$ cat config.mk
export PLATFORM = sky130hd
export DESIGN_NAME = rv32_barrel_wb_arbiter
export DESIGN_NICKNAME = d
export VERILOG_FILES = /design/src/rtl/rv32_barrel_pkg.sv /design/src/rtl/rv32_barrel_wb_arbiter_chk.sv /design/src/rtl/rv32_wb_fifo.sv /design/src/rtl/rv32_barrel_wb_arbiter.sv
export SDC_FILE = /design/constraint.sdc
export NUM_CORES = 1
export LEC_CHECK = 0
export CORE_MARGIN = 2
export CORE_UTILIZATION = 30
export CTS_CLUSTER_DIAMETER = 100
export CTS_CLUSTER_SIZE = 16
export DETAILED_ROUTE_END_ITERATION = 16
export GPL_TIMING_DRIVEN = 0
export HOLD_SLACK_MARGIN = 0.05
export PLACE_DENSITY_LB_ADDON = 0.2
export SLEW_MARGIN = 15
export SYNTH_ARGS = -nofsm -noshare
export SYNTH_HDL_FRONTEND = slang
export SYNTH_HIERARCHICAL = 1
export SYNTH_SLANG_ARGS = --single-unit
$ cat constraint.sdc
create_clock -name clk -period 3.5 [get_ports clk]
set_input_delay 0.35 -clock clk [delete_from_list [all_inputs] [get_ports clk]]
set_output_delay 0.35 -clock clk [all_outputs]
set_load 0.02 [all_outputs]
$ cat src/rtl/rv32_barrel_pkg.sv
// Shared types for the barrel-pipeline writeback front end.
// Supplies default widths when the core-wide register/XLEN defines are absent.
`ifndef REG_ADDR_WIDTH
`define REG_ADDR_WIDTH 5
`endif
`ifndef XPR_LEN
`define XPR_LEN 32
`endif

package rv32_barrel_pkg;

    localparam int NUM_HARTS_DEFAULT     = 8;
    localparam int LD_FIFO_DEPTH_DEFAULT = 4;
    // Hart field is sized for the largest supported barrel; narrower configs zero-extend.
    localparam int WB_HART_W             = 8;

    typedef struct packed {
        logic [WB_HART_W-1:0]       hart;
        logic [`REG_ADDR_WIDTH-1:0] rd;
        logic [`XPR_LEN-1:0]        data;
    } wb_req_t;

    function automatic logic rd_is_live(input logic [`REG_ADDR_WIDTH-1:0] rd);
        return rd != {`REG_ADDR_WIDTH{1'b0}};
    endfunction

endpackage

$ cat src/rtl/rv32_barrel_wb_arbiter_chk.sv
// Simulation checks for the writeback arbiter: double load issue per hart and hart-field range.
module rv32_barrel_wb_arbiter_chk
    import rv32_barrel_pkg::*;
#(
    parameter int NUM_HARTS      = NUM_HARTS_DEFAULT,
    parameter int HART_CNT_WIDTH = $clog2(NUM_HARTS)
) (
    input logic                      clk,
    input logic                      rst_n,
    input logic                      ld_issue_valid,
    input logic [HART_CNT_WIDTH-1:0] ld_issue_hart,
    input logic [NUM_HARTS-1:0]      ld_busy,
    input logic                      head_valid,
    input logic [WB_HART_W-1:0]      head_hart
);

    // A hart must not issue a second load while its first is still outstanding.
    always @(posedge clk) begin
        if (rst_n) begin
            assert (!(ld_issue_valid && ld_busy[ld_issue_hart]));
            assert (!head_valid || ((head_hart >> HART_CNT_WIDTH) == {WB_HART_W{1'b0}}));
        end
    end

endmodule

$ cat src/rtl/rv32_wb_fifo.sv
// Circular queue of pending load writebacks; head entry is visible while not empty.
module rv32_wb_fifo
    import rv32_barrel_pkg::*;
#(
    parameter int DEPTH = LD_FIFO_DEPTH_DEFAULT
) (
    input  logic    clk,
    input  logic    rst_n,
    input  logic    push_i,
    input  wb_req_t push_data_i,
    input  logic    pop_i,
    output wb_req_t pop_data_o,
    output logic    full_o,
    output logic    empty_o
);

    localparam int PTR_W = $clog2(DEPTH);
    localparam int CNT_W = PTR_W + 1;

    wb_req_t          mem_q [DEPTH];
    logic [PTR_W-1:0] wr_ptr_q, wr_ptr_d;
    logic [PTR_W-1:0] rd_ptr_q, rd_ptr_d;
    logic [CNT_W-1:0] cnt_q, cnt_d;
    logic             push_ok_s;
    logic             pop_ok_s;

    assign full_o     = (cnt_q == CNT_W'(DEPTH));
    assign empty_o    = (cnt_q == {CNT_W{1'b0}});
    assign push_ok_s  = push_i && !full_o;
    assign pop_ok_s   = pop_i && !empty_o;
    assign pop_data_o = mem_q[rd_ptr_q];

    // Pointer and occupancy next-state; DEPTH is a power of two so pointers wrap naturally.
    always_comb begin
        wr_ptr_d = push_ok_s ? wr_ptr_q + PTR_W'(1) : wr_ptr_q;
        rd_ptr_d = pop_ok_s  ? rd_ptr_q + PTR_W'(1) : rd_ptr_q;
        case ({push_ok_s, pop_ok_s})
            2'b10:   cnt_d = cnt_q + CNT_W'(1);
            2'b01:   cnt_d = cnt_q - CNT_W'(1);
            default: cnt_d = cnt_q;
        endcase
    end

    // Control state register.
    always_ff @(posedge clk or negedge rst_n) begin
        if (!rst_n) begin
            wr_ptr_q <= {PTR_W{1'b0}};
            rd_ptr_q <= {PTR_W{1'b0}};
            cnt_q    <= {CNT_W{1'b0}};
        end else begin
            wr_ptr_q <= wr_ptr_d;
            rd_ptr_q <= rd_ptr_d;
            cnt_q    <= cnt_d;
        end
    end

    // Entry storage; contents are only meaningful below the occupancy count.
    always_ff @(posedge clk) begin
        if (push_ok_s) begin
            mem_q[wr_ptr_q] <= push_data_i;
        end
    end

endmodule

$ cat src/rtl/rv32_barrel_wb_arbiter.sv
// Regfile write-port arbiter: exec results take priority, queued load responses fill idle slots.
// Optional build macro RV32_WB_STATS_EN adds commit/stall counters.
module rv32_barrel_wb_arbiter
    import rv32_barrel_pkg::*;
#(
    parameter int NUM_HARTS      = NUM_HARTS_DEFAULT,
    parameter int HART_CNT_WIDTH = $clog2(NUM_HARTS),
    parameter int LD_FIFO_DEPTH  = LD_FIFO_DEPTH_DEFAULT
) (
    input  logic                       clk,
    input  logic                       rst_n,
    input  logic                       exec_valid,
    input  logic [HART_CNT_WIDTH-1:0]  exec_hart,
    input  logic [`REG_ADDR_WIDTH-1:0] exec_rd,
    input  logic [`XPR_LEN-1:0]        exec_data,
    input  logic                       ld_issue_valid,
    input  logic [HART_CNT_WIDTH-1:0]  ld_issue_hart,
    input  logic                       ld_valid,
    output logic                       ld_ready,
    input  logic [HART_CNT_WIDTH-1:0]  ld_hart,
    input  logic [`REG_ADDR_WIDTH-1:0] ld_rd,
    input  logic [`XPR_LEN-1:0]        ld_data,
    output logic [NUM_HARTS-1:0]       ld_busy,
    output logic [HART_CNT_WIDTH-1:0]  rd_hart,
    output logic                       wen,
    output logic [`REG_ADDR_WIDTH-1:0] wa,
    output logic [`XPR_LEN-1:0]        wd
`ifdef RV32_WB_STATS_EN
    ,
    output logic [31:0]                stat_exec_wr,
    output logic [31:0]                stat_ld_wr,
    output logic [31:0]                stat_ld_stall
`endif
);

    logic                       wen_q, wen_d;
    logic [HART_CNT_WIDTH-1:0]  rd_hart_q, rd_hart_d;
    logic [`REG_ADDR_WIDTH-1:0] wa_q, wa_d;
    logic [`XPR_LEN-1:0]        wd_q, wd_d;
    logic [NUM_HARTS-1:0]       busy_q, busy_d;

    logic                       exec_wr_s;
    logic                       ld_accept_s;
    logic                       ld_push_s;
    logic                       ld_drop_s;
    logic                       ld_pop_s;
    logic                       fifo_full_s;
    logic                       fifo_empty_s;
    wb_req_t                    push_req_s;
    wb_req_t                    head_s;
    logic [HART_CNT_WIDTH-1:0]  head_hart_s;

    assign exec_wr_s   = exec_valid && rd_is_live(exec_rd);
    assign ld_ready    = !fifo_full_s;
    assign ld_accept_s = ld_valid && ld_ready;
    assign ld_push_s   = ld_accept_s && rd_is_live(ld_rd);
    assign ld_drop_s   = ld_accept_s && !rd_is_live(ld_rd);
    // The pipeline cannot stall, so the queue only drains when exec leaves the slot empty.
    assign ld_pop_s    = !exec_wr_s && !fifo_empty_s;
    assign head_hart_s = head_s.hart[HART_CNT_WIDTH-1:0];

    assign push_req_s.hart = WB_HART_W'(ld_hart);
    assign push_req_s.rd   = ld_rd;
    assign push_req_s.data = ld_data;

    rv32_wb_fifo #(
        .DEPTH (LD_FIFO_DEPTH)
    ) u_ld_fifo (
        .clk         (clk),
        .rst_n       (rst_n),
        .push_i      (ld_push_s),
        .push_data_i (push_req_s),
        .pop_i       (ld_pop_s),
        .pop_data_o  (head_s),
        .full_o      (fifo_full_s),
        .empty_o     (fifo_empty_s)
    );

    // Write-slot selection: exec first, then FIFO head, else idle.
    always_comb begin
        wen_d     = 1'b0;
        rd_hart_d = {HART_CNT_WIDTH{1'b0}};
        wa_d      = {`REG_ADDR_WIDTH{1'b0}};
        wd_d      = {`XPR_LEN{1'b0}};
        if (exec_wr_s) begin
            wen_d     = 1'b1;
            rd_hart_d = exec_hart;
            wa_d      = exec_rd;
            wd_d      = exec_data;
        end else if (ld_pop_s) begin
            wen_d     = 1'b1;
            rd_hart_d = head_hart_s;
            wa_d      = head_s.rd;
            wd_d      = head_s.data;
        end else begin
            wen_d     = 1'b0;
        end
    end

    // Load-pending scoreboard; a same-cycle issue overrides any clear for that hart.
    always_comb begin
        for (int h = 0; h < NUM_HARTS; h++) begin
            busy_d[h] = (ld_issue_valid && (ld_issue_hart == HART_CNT_WIDTH'(h)))
                     || (busy_q[h]
                         && !(ld_pop_s  && (head_hart_s == HART_CNT_WIDTH'(h)))
                         && !(ld_drop_s && (ld_hart     == HART_CNT_WIDTH'(h))));
        end
    end

    // Registered write port and scoreboard.
    always_ff @(posedge clk or negedge rst_n) begin
        if (!rst_n) begin
            wen_q     <= 1'b0;
            rd_hart_q <= {HART_CNT_WIDTH{1'b0}};
            wa_q      <= {`REG_ADDR_WIDTH{1'b0}};
            wd_q      <= {`XPR_LEN{1'b0}};
            busy_q    <= {NUM_HARTS{1'b0}};
        end else begin
            wen_q     <= wen_d;
            rd_hart_q <= rd_hart_d;
            wa_q      <= wa_d;
            wd_q      <= wd_d;
            busy_q    <= busy_d;
        end
    end

    assign wen     = wen_q;
    assign rd_hart = rd_hart_q;
    assign wa      = wa_q;
    assign wd      = wd_q;
    assign ld_busy = busy_q;

`ifdef RV32_WB_STATS_EN
    logic [31:0] stat_exec_wr_q;
    logic [31:0] stat_ld_wr_q;
    logic [31:0] stat_ld_stall_q;

    // Free-running event counters, wrapping at 2^32.
    always_ff @(posedge clk or negedge rst_n) begin
        if (!rst_n) begin
            stat_exec_wr_q  <= 32'd0;
            stat_ld_wr_q    <= 32'd0;
            stat_ld_stall_q <= 32'd0;
        end else begin
            stat_exec_wr_q  <= stat_exec_wr_q  + {31'd0, exec_wr_s};
            stat_ld_wr_q    <= stat_ld_wr_q    + {31'd0, ld_pop_s};
            stat_ld_stall_q <= stat_ld_stall_q + {31'd0, (ld_valid && !ld_ready)};
        end
    end

    assign stat_exec_wr  = stat_exec_wr_q;
    assign stat_ld_wr    = stat_ld_wr_q;
    assign stat_ld_stall = stat_ld_stall_q;
`endif

    rv32_barrel_wb_arbiter_chk #(
        .NUM_HARTS      (NUM_HARTS),
        .HART_CNT_WIDTH (HART_CNT_WIDTH)
    ) u_chk (
        .clk            (clk),
        .rst_n          (rst_n),
        .ld_issue_valid (ld_issue_valid),
        .ld_issue_hart  (ld_issue_hart),
        .ld_busy        (busy_q),
        .head_valid     (!fifo_empty_s),
        .head_hart      (head_s.hart)
    );

endmodule

# == Word-level counts from Yosys, hierarchy flattened ==
# Memories as Yosys holds them, arrays and structs flattened.
# Cells that the tools add are included.
# classes
n_addsub,4
n_eq_ne,24
n_mux,11
n_reduce_logical,82
# op_table
cell,count
32-bit 2-to-1 mux,2
1-bit logical AND,47
3-bit equality test (second input constant),13
1-bit zero test,20
3-bit by 2-bit equality test with 1-bit output (second input constant),6
3-bit zero test,4
5-bit 2-to-1 mux,2
5-bit nonzero test,2
3-bit by 1-bit equality test with 1-bit output (second input constant),3
1-bit logical OR,8
3-bit 2-to-1 mux,2
3-bit case mux with 2 select lines,1
2-bit by 1-bit adder with 2-bit output (second input constant),2
1-bit 2-to-1 mux,4
3-bit by 1-bit adder with 3-bit output (second input constant),1
3-bit by 1-bit subtractor with 3-bit output (second input constant),1
2-bit by 1-bit equality test with 1-bit output (second input constant),1
2-bit equality test (second input constant),1
2-bit nonzero test,1
# totals
ff_bits,56
mem_bits_rw,160
input_bits,88
output_inout_bits,50
mem_count,1
# memory_table
memory,words,word_bits,read_ports,rd_clocked_by_memory_dff,write_ports,line,text
u_ld_fifo.mem_q,4,40,1,0,1,rv32_wb_fifo.sv:20,wb_req_t mem_q [DEPTH];

# == Logic depth before layout (Yosys ltp) ==
# Gate-level depths: netlist of run 1.
# logic_depth
depth_word,9
mapped_depth,11
depth_no_buf,11

# == Cells and area by module ==
# The synthesis of run 1 kept the hierarchy.
# by_module_without_submodules
module,n_inst,cells_each,area_per_inst_um2
rv32_wb_fifo,1,272,6939.2
rv32_barrel_wb_arbiter,1,239,2258.4

# == Worst setup path before layout of run 1 ==
# OpenSTA, ideal clock, no wires.
# synth_timing
path_kind,register to register
start,register u_ld_fifo.cnt_q[2]
end,"memory u_ld_fifo/mem_q[0][0] (netlist bit), enable pin"
setup_time_ns,0.407
arrival_time_ns,2.243
required_ns,3.093
path_slack_ns,0.850
stages_incl_launch_ff,6
n_path_buf,0
synth_period_minus_slack_ns,2.650
cell_sequence,dfrtp_1 > nor3b_2 > inv_1 > o211a_1 > nor2b_2 > and2_1
# synth_between
elab_chain_len,7
# synth_lines
item,line,text
start: declaration,rv32_wb_fifo.sv:23,"logic [CNT_W-1:0] cnt_q, cnt_d;"
start signal: assignment,rv32_wb_fifo.sv:49,cnt_q <= {CNT_W{1'b0}};
start signal: assignment,rv32_wb_fifo.sv:53,cnt_q <= cnt_d;
3-bit equality test,rv32_wb_fifo.sv:27,assign full_o = (cnt_q == CNT_W'(DEPTH));
via fifo_full_s,rv32_barrel_wb_arbiter.sv:47,logic fifo_full_s;
1-bit zero test,rv32_barrel_wb_arbiter.sv:54,assign ld_ready = !fifo_full_s;
via ld_ready,rv32_barrel_wb_arbiter.sv:19,"output logic ld_ready,"
1-bit logical AND,rv32_barrel_wb_arbiter.sv:55,assign ld_accept_s = ld_valid && ld_ready;
1-bit logical AND,rv32_barrel_wb_arbiter.sv:56,assign ld_push_s = ld_accept_s && rd_is_live(ld_rd);
via ld_push_s,rv32_barrel_wb_arbiter.sv:44,logic ld_push_s;
1-bit logical AND,rv32_wb_fifo.sv:29,assign push_ok_s = push_i && !full_o;
1-bit 2-to-1 mux,rv32_wb_fifo.sv:59,if (push_ok_s) begin
1-bit 2-to-1 mux (implied by the code),rv32_wb_fifo.sv:60,mem_q[wr_ptr_q] <= push_data_i;
end: declaration,rv32_wb_fifo.sv:20,
# The timed path passes the listed nets, and every way through them passes these cells.

# == Worst setup path after layout of run 1 ==
# layout_timing
start,register u_ld_fifo.cnt_q[0]
end,register u_ld_fifo.cnt_q[2]
# layout_between
word_cells_on_any_way,15
cone_classes,2 x add/sub; 3 x eq/ne; 1 x mux; 9 x reduce/logical
# layout_rtl
item,line,text
3-bit zero test (*),rv32_wb_fifo.sv:28,assign empty_o = (cnt_q == {CNT_W{1'b0}});
via fifo_empty_s,rv32_barrel_wb_arbiter.sv:48,logic fifo_empty_s;
1-bit zero test (*),rv32_barrel_wb_arbiter.sv:59,assign ld_pop_s = !exec_wr_s && !fifo_empty_s;
1-bit logical AND (*),rv32_barrel_wb_arbiter.sv:59,
via ld_pop_s,rv32_barrel_wb_arbiter.sv:46,logic ld_pop_s;
1-bit logical AND (*),rv32_wb_fifo.sv:30,assign pop_ok_s = pop_i && !empty_o;
via u_ld_fifo.pop_ok_s,rv32_wb_fifo.sv:25,logic pop_ok_s;
2-bit by 1-bit equality test with 1-bit output / 2-bit equality test (equally long branches),rv32_wb_fifo.sv:37,"case ({push_ok_s, pop_ok_s})"
3-bit case mux with 2 select lines / 2-bit nonzero test (equally long branches),--,
# Mark *: on every way through the listed nets, which the timed path passes. The rest lies on a longest branch.
# A chain may end at the register's enable or synchronous reset.

==> results of run 1 <==
## layer usage
layer,global-route usage [%],vias to the layer above
met1,16.7,2435
met2,24.5,131
met4,2.67,4
met3,3.20,25
met5,0,-
li1,-,2143
## critical path, cell delays in order, from the launching register on
cell and delay [ns]:
dfrtp_1 0.44, nor3_1 0.83, clkbuf_1 0.50, nor2_1 0.16, o31a_1 0.19, ha_1 0.22, inv_1 0.07, fa_1 0.17
xor2_1 0.15, nor2_1 0.06, xor2_1 0.14
## layout make-up
cell class                 count  area (sq um)  share of cell area (%)
clock buffer                  28           467                    4.31
timing repair buffer         138          1390                    12.8
inverter                       7          26.3                   0.243
buffer                        24           174                    1.61
sequential                   216          6210                    57.3
tap                          378           473                    4.37
clock inverter                 1          8.76                  0.0809
multi-input combinational    238          2080                    19.3
## sequential cells by signal, summed over array words and instances, names as in the netlist
| name | cells |
|---|---|
| u_ld_fifo/rd_ptr_q | 2 |
| wen | 1 |
| u_ld_fifo/wr_ptr_q | 2 |
| wa | 5 |
| u_ld_fifo/mem_q | 160 |
| ld_busy | 8 |
| rd_hart | 3 |
| u_ld_fifo/cnt_q | 3 |
| wd | 32 |
## cell usage in the layout (no fill, tap or decap), types with 4 or more instances in the layout
cell type and n:
edfxtp_1 160, clkdlybuf4s50_1 135, nand2_1 81, dfrtp_1 56, mux4_2 40, nand3b_1 36, clkbuf_1 19, clkbuf_16 17
o21ai_0 12, nor2_1 9, buf_2 8, nand2b_1 8, inv_1 7, nand3_1 5, ha_1 5, nor3b_1 4
and2_4 4
## stage by stage
stage / std cells / power (mW) / util [%]
final: 1030 / 8.27 / 39.0
after global placement: 999 / 6.57 / 37.1
after floorplan: 485 / 5.45 / -
after detailed placement: 1000 / 6.63 / 37.2
after CTS: 1030 / 8.43 / 39.0
after global routing: 1030 / 8.75 / 39.0
## power by group
| part | internal, mW | leakage [nW] | switching, mW |
|---|---|---|---|
| registers | 3.43 | 2.13 | 0.186 |
| logic | 1.37 | 1.46 | 1.52 |
| clock network | 0.916 | 0.227 | 0.842 |
| total | 5.72 | 3.82 | 2.55 |
## worst paths after layout
check                                    from                 end  slack [ns]
min in group asynchronous               rst_n          ld_busy[5]        0.36
hold / removal                     exec_valid               wa[2]        0.27
setup / recovery           u_ld_fifo/cnt_q[0]  u_ld_fifo/cnt_q[2]        0.44
hold reg to reg                    ld_busy[7]          ld_busy[7]        0.52
setup reg to reg           u_ld_fifo/cnt_q[0]  u_ld_fifo/cnt_q[2]        0.44
max in group asynchronous               rst_n              wd[26]        2.61
==> metrics.txt, run 1 <==
period utilization 87.4%; actual slew at the worst max-slew pin 0.995 ns; vias post-DR 4,738; dpl ws 0.291 ns; final hold slack 0.268 ns; Mapped Avg Cell Area 17.5 sq um; met2 routed wirelength 10,100 um; Worst-Skew Late Latency 0.48 ns; row cnt 61; post-route minimum period 3.06 ns; synth-to-layout area growth 27.7%; power per cell area 763 nW/um^2; worst endpoint data arrival time 3.42 ns; input/output buffers 136; setup TNS 0 ns; Clock Path Buffers 3; Mapped Area 8480 sq um; drc violations 0; clock sink total 216; Syn. warnings 6; total congestion overflow 0; nets 736; H-tree depth 1; Reg2Reg Depth 10; IO Pins 138; Worst setup SP type register; CP Capture Type register; Total Wirelength 19,800 um; Die Y 172 um; leakage 3.82 nW; first-pass GRT wire length 29,900 um; drt wl/cell 19.2 um; Syn Nets 579; outcome completed; highest clock rate 327 MHz; ratio of cells with drive above 1 in the final layout 13.5%; largest net degree at the start of global routing 41; top routing layer used met5; wl on met1 8240 um; total CTS buffers 17; hpwl dp 12,900 um; post-synthesis cell count 485; min setup slack post-route 0.440 ns; first-iteration detailed-routing DRC count 241; Post-CTS Hold Fix Bufs 1; vias per inst 4.60; antenna violations before repair 2; Die Area 29,600 sq um; Filler Cells Inserted 2,647; Initial Util 30.5%; # resized after CTS 0; Placed Instance Area 10,300 sq um; Die X 172 um; CTS tree done; maximum VDD drop 0.336 mV; Crit path required time 3.86 ns; setup repair bufs after CTS 0; min-delay worst type in -> reg; CTS root buf clkbuf_16; Slew HR 33.1%; clock slew at reported path FFs 0.07 ns; Slew Limit Fails 0; antenna diode count 0; global-route usage over all layers 13.6%; Max Cap Viol 0; routed wl met3 1180 um; Post-Layout Inst Area 10,800 sq um; Setup CP Type reg -> reg; DRT antenna net count 0; vias in the first global route 5,199; final setup fails 0; Worst Hold Depth 3; 1st-pass router iterations 4; Max FO, Critical Path 10; core area 27,800 sq um; unrepaired setup endpoints after global routing no; Clock Skew 0.0136 ns; gpl congestion 0.704; Hold Fails Final Rpt 0
Note: power is estimated with default switching activity, not from simulation.
==> run 2: changes to the inputs <==
--- a/config.mk
+++ b/config.mk
@@ -11,7 +11,7 @@
 export CTS_CLUSTER_SIZE = 16
 export DETAILED_ROUTE_END_ITERATION = 16
 export GPL_TIMING_DRIVEN = 0
-export HOLD_SLACK_MARGIN = 0.05
+export HOLD_SLACK_MARGIN = 0.08
 export PLACE_DENSITY_LB_ADDON = 0.2
 export SLEW_MARGIN = 15
 export SYNTH_ARGS = -nofsm -noshare
==> results of run 2 <==
No change in the layout: final DEF, timing and power equal those of run 1.
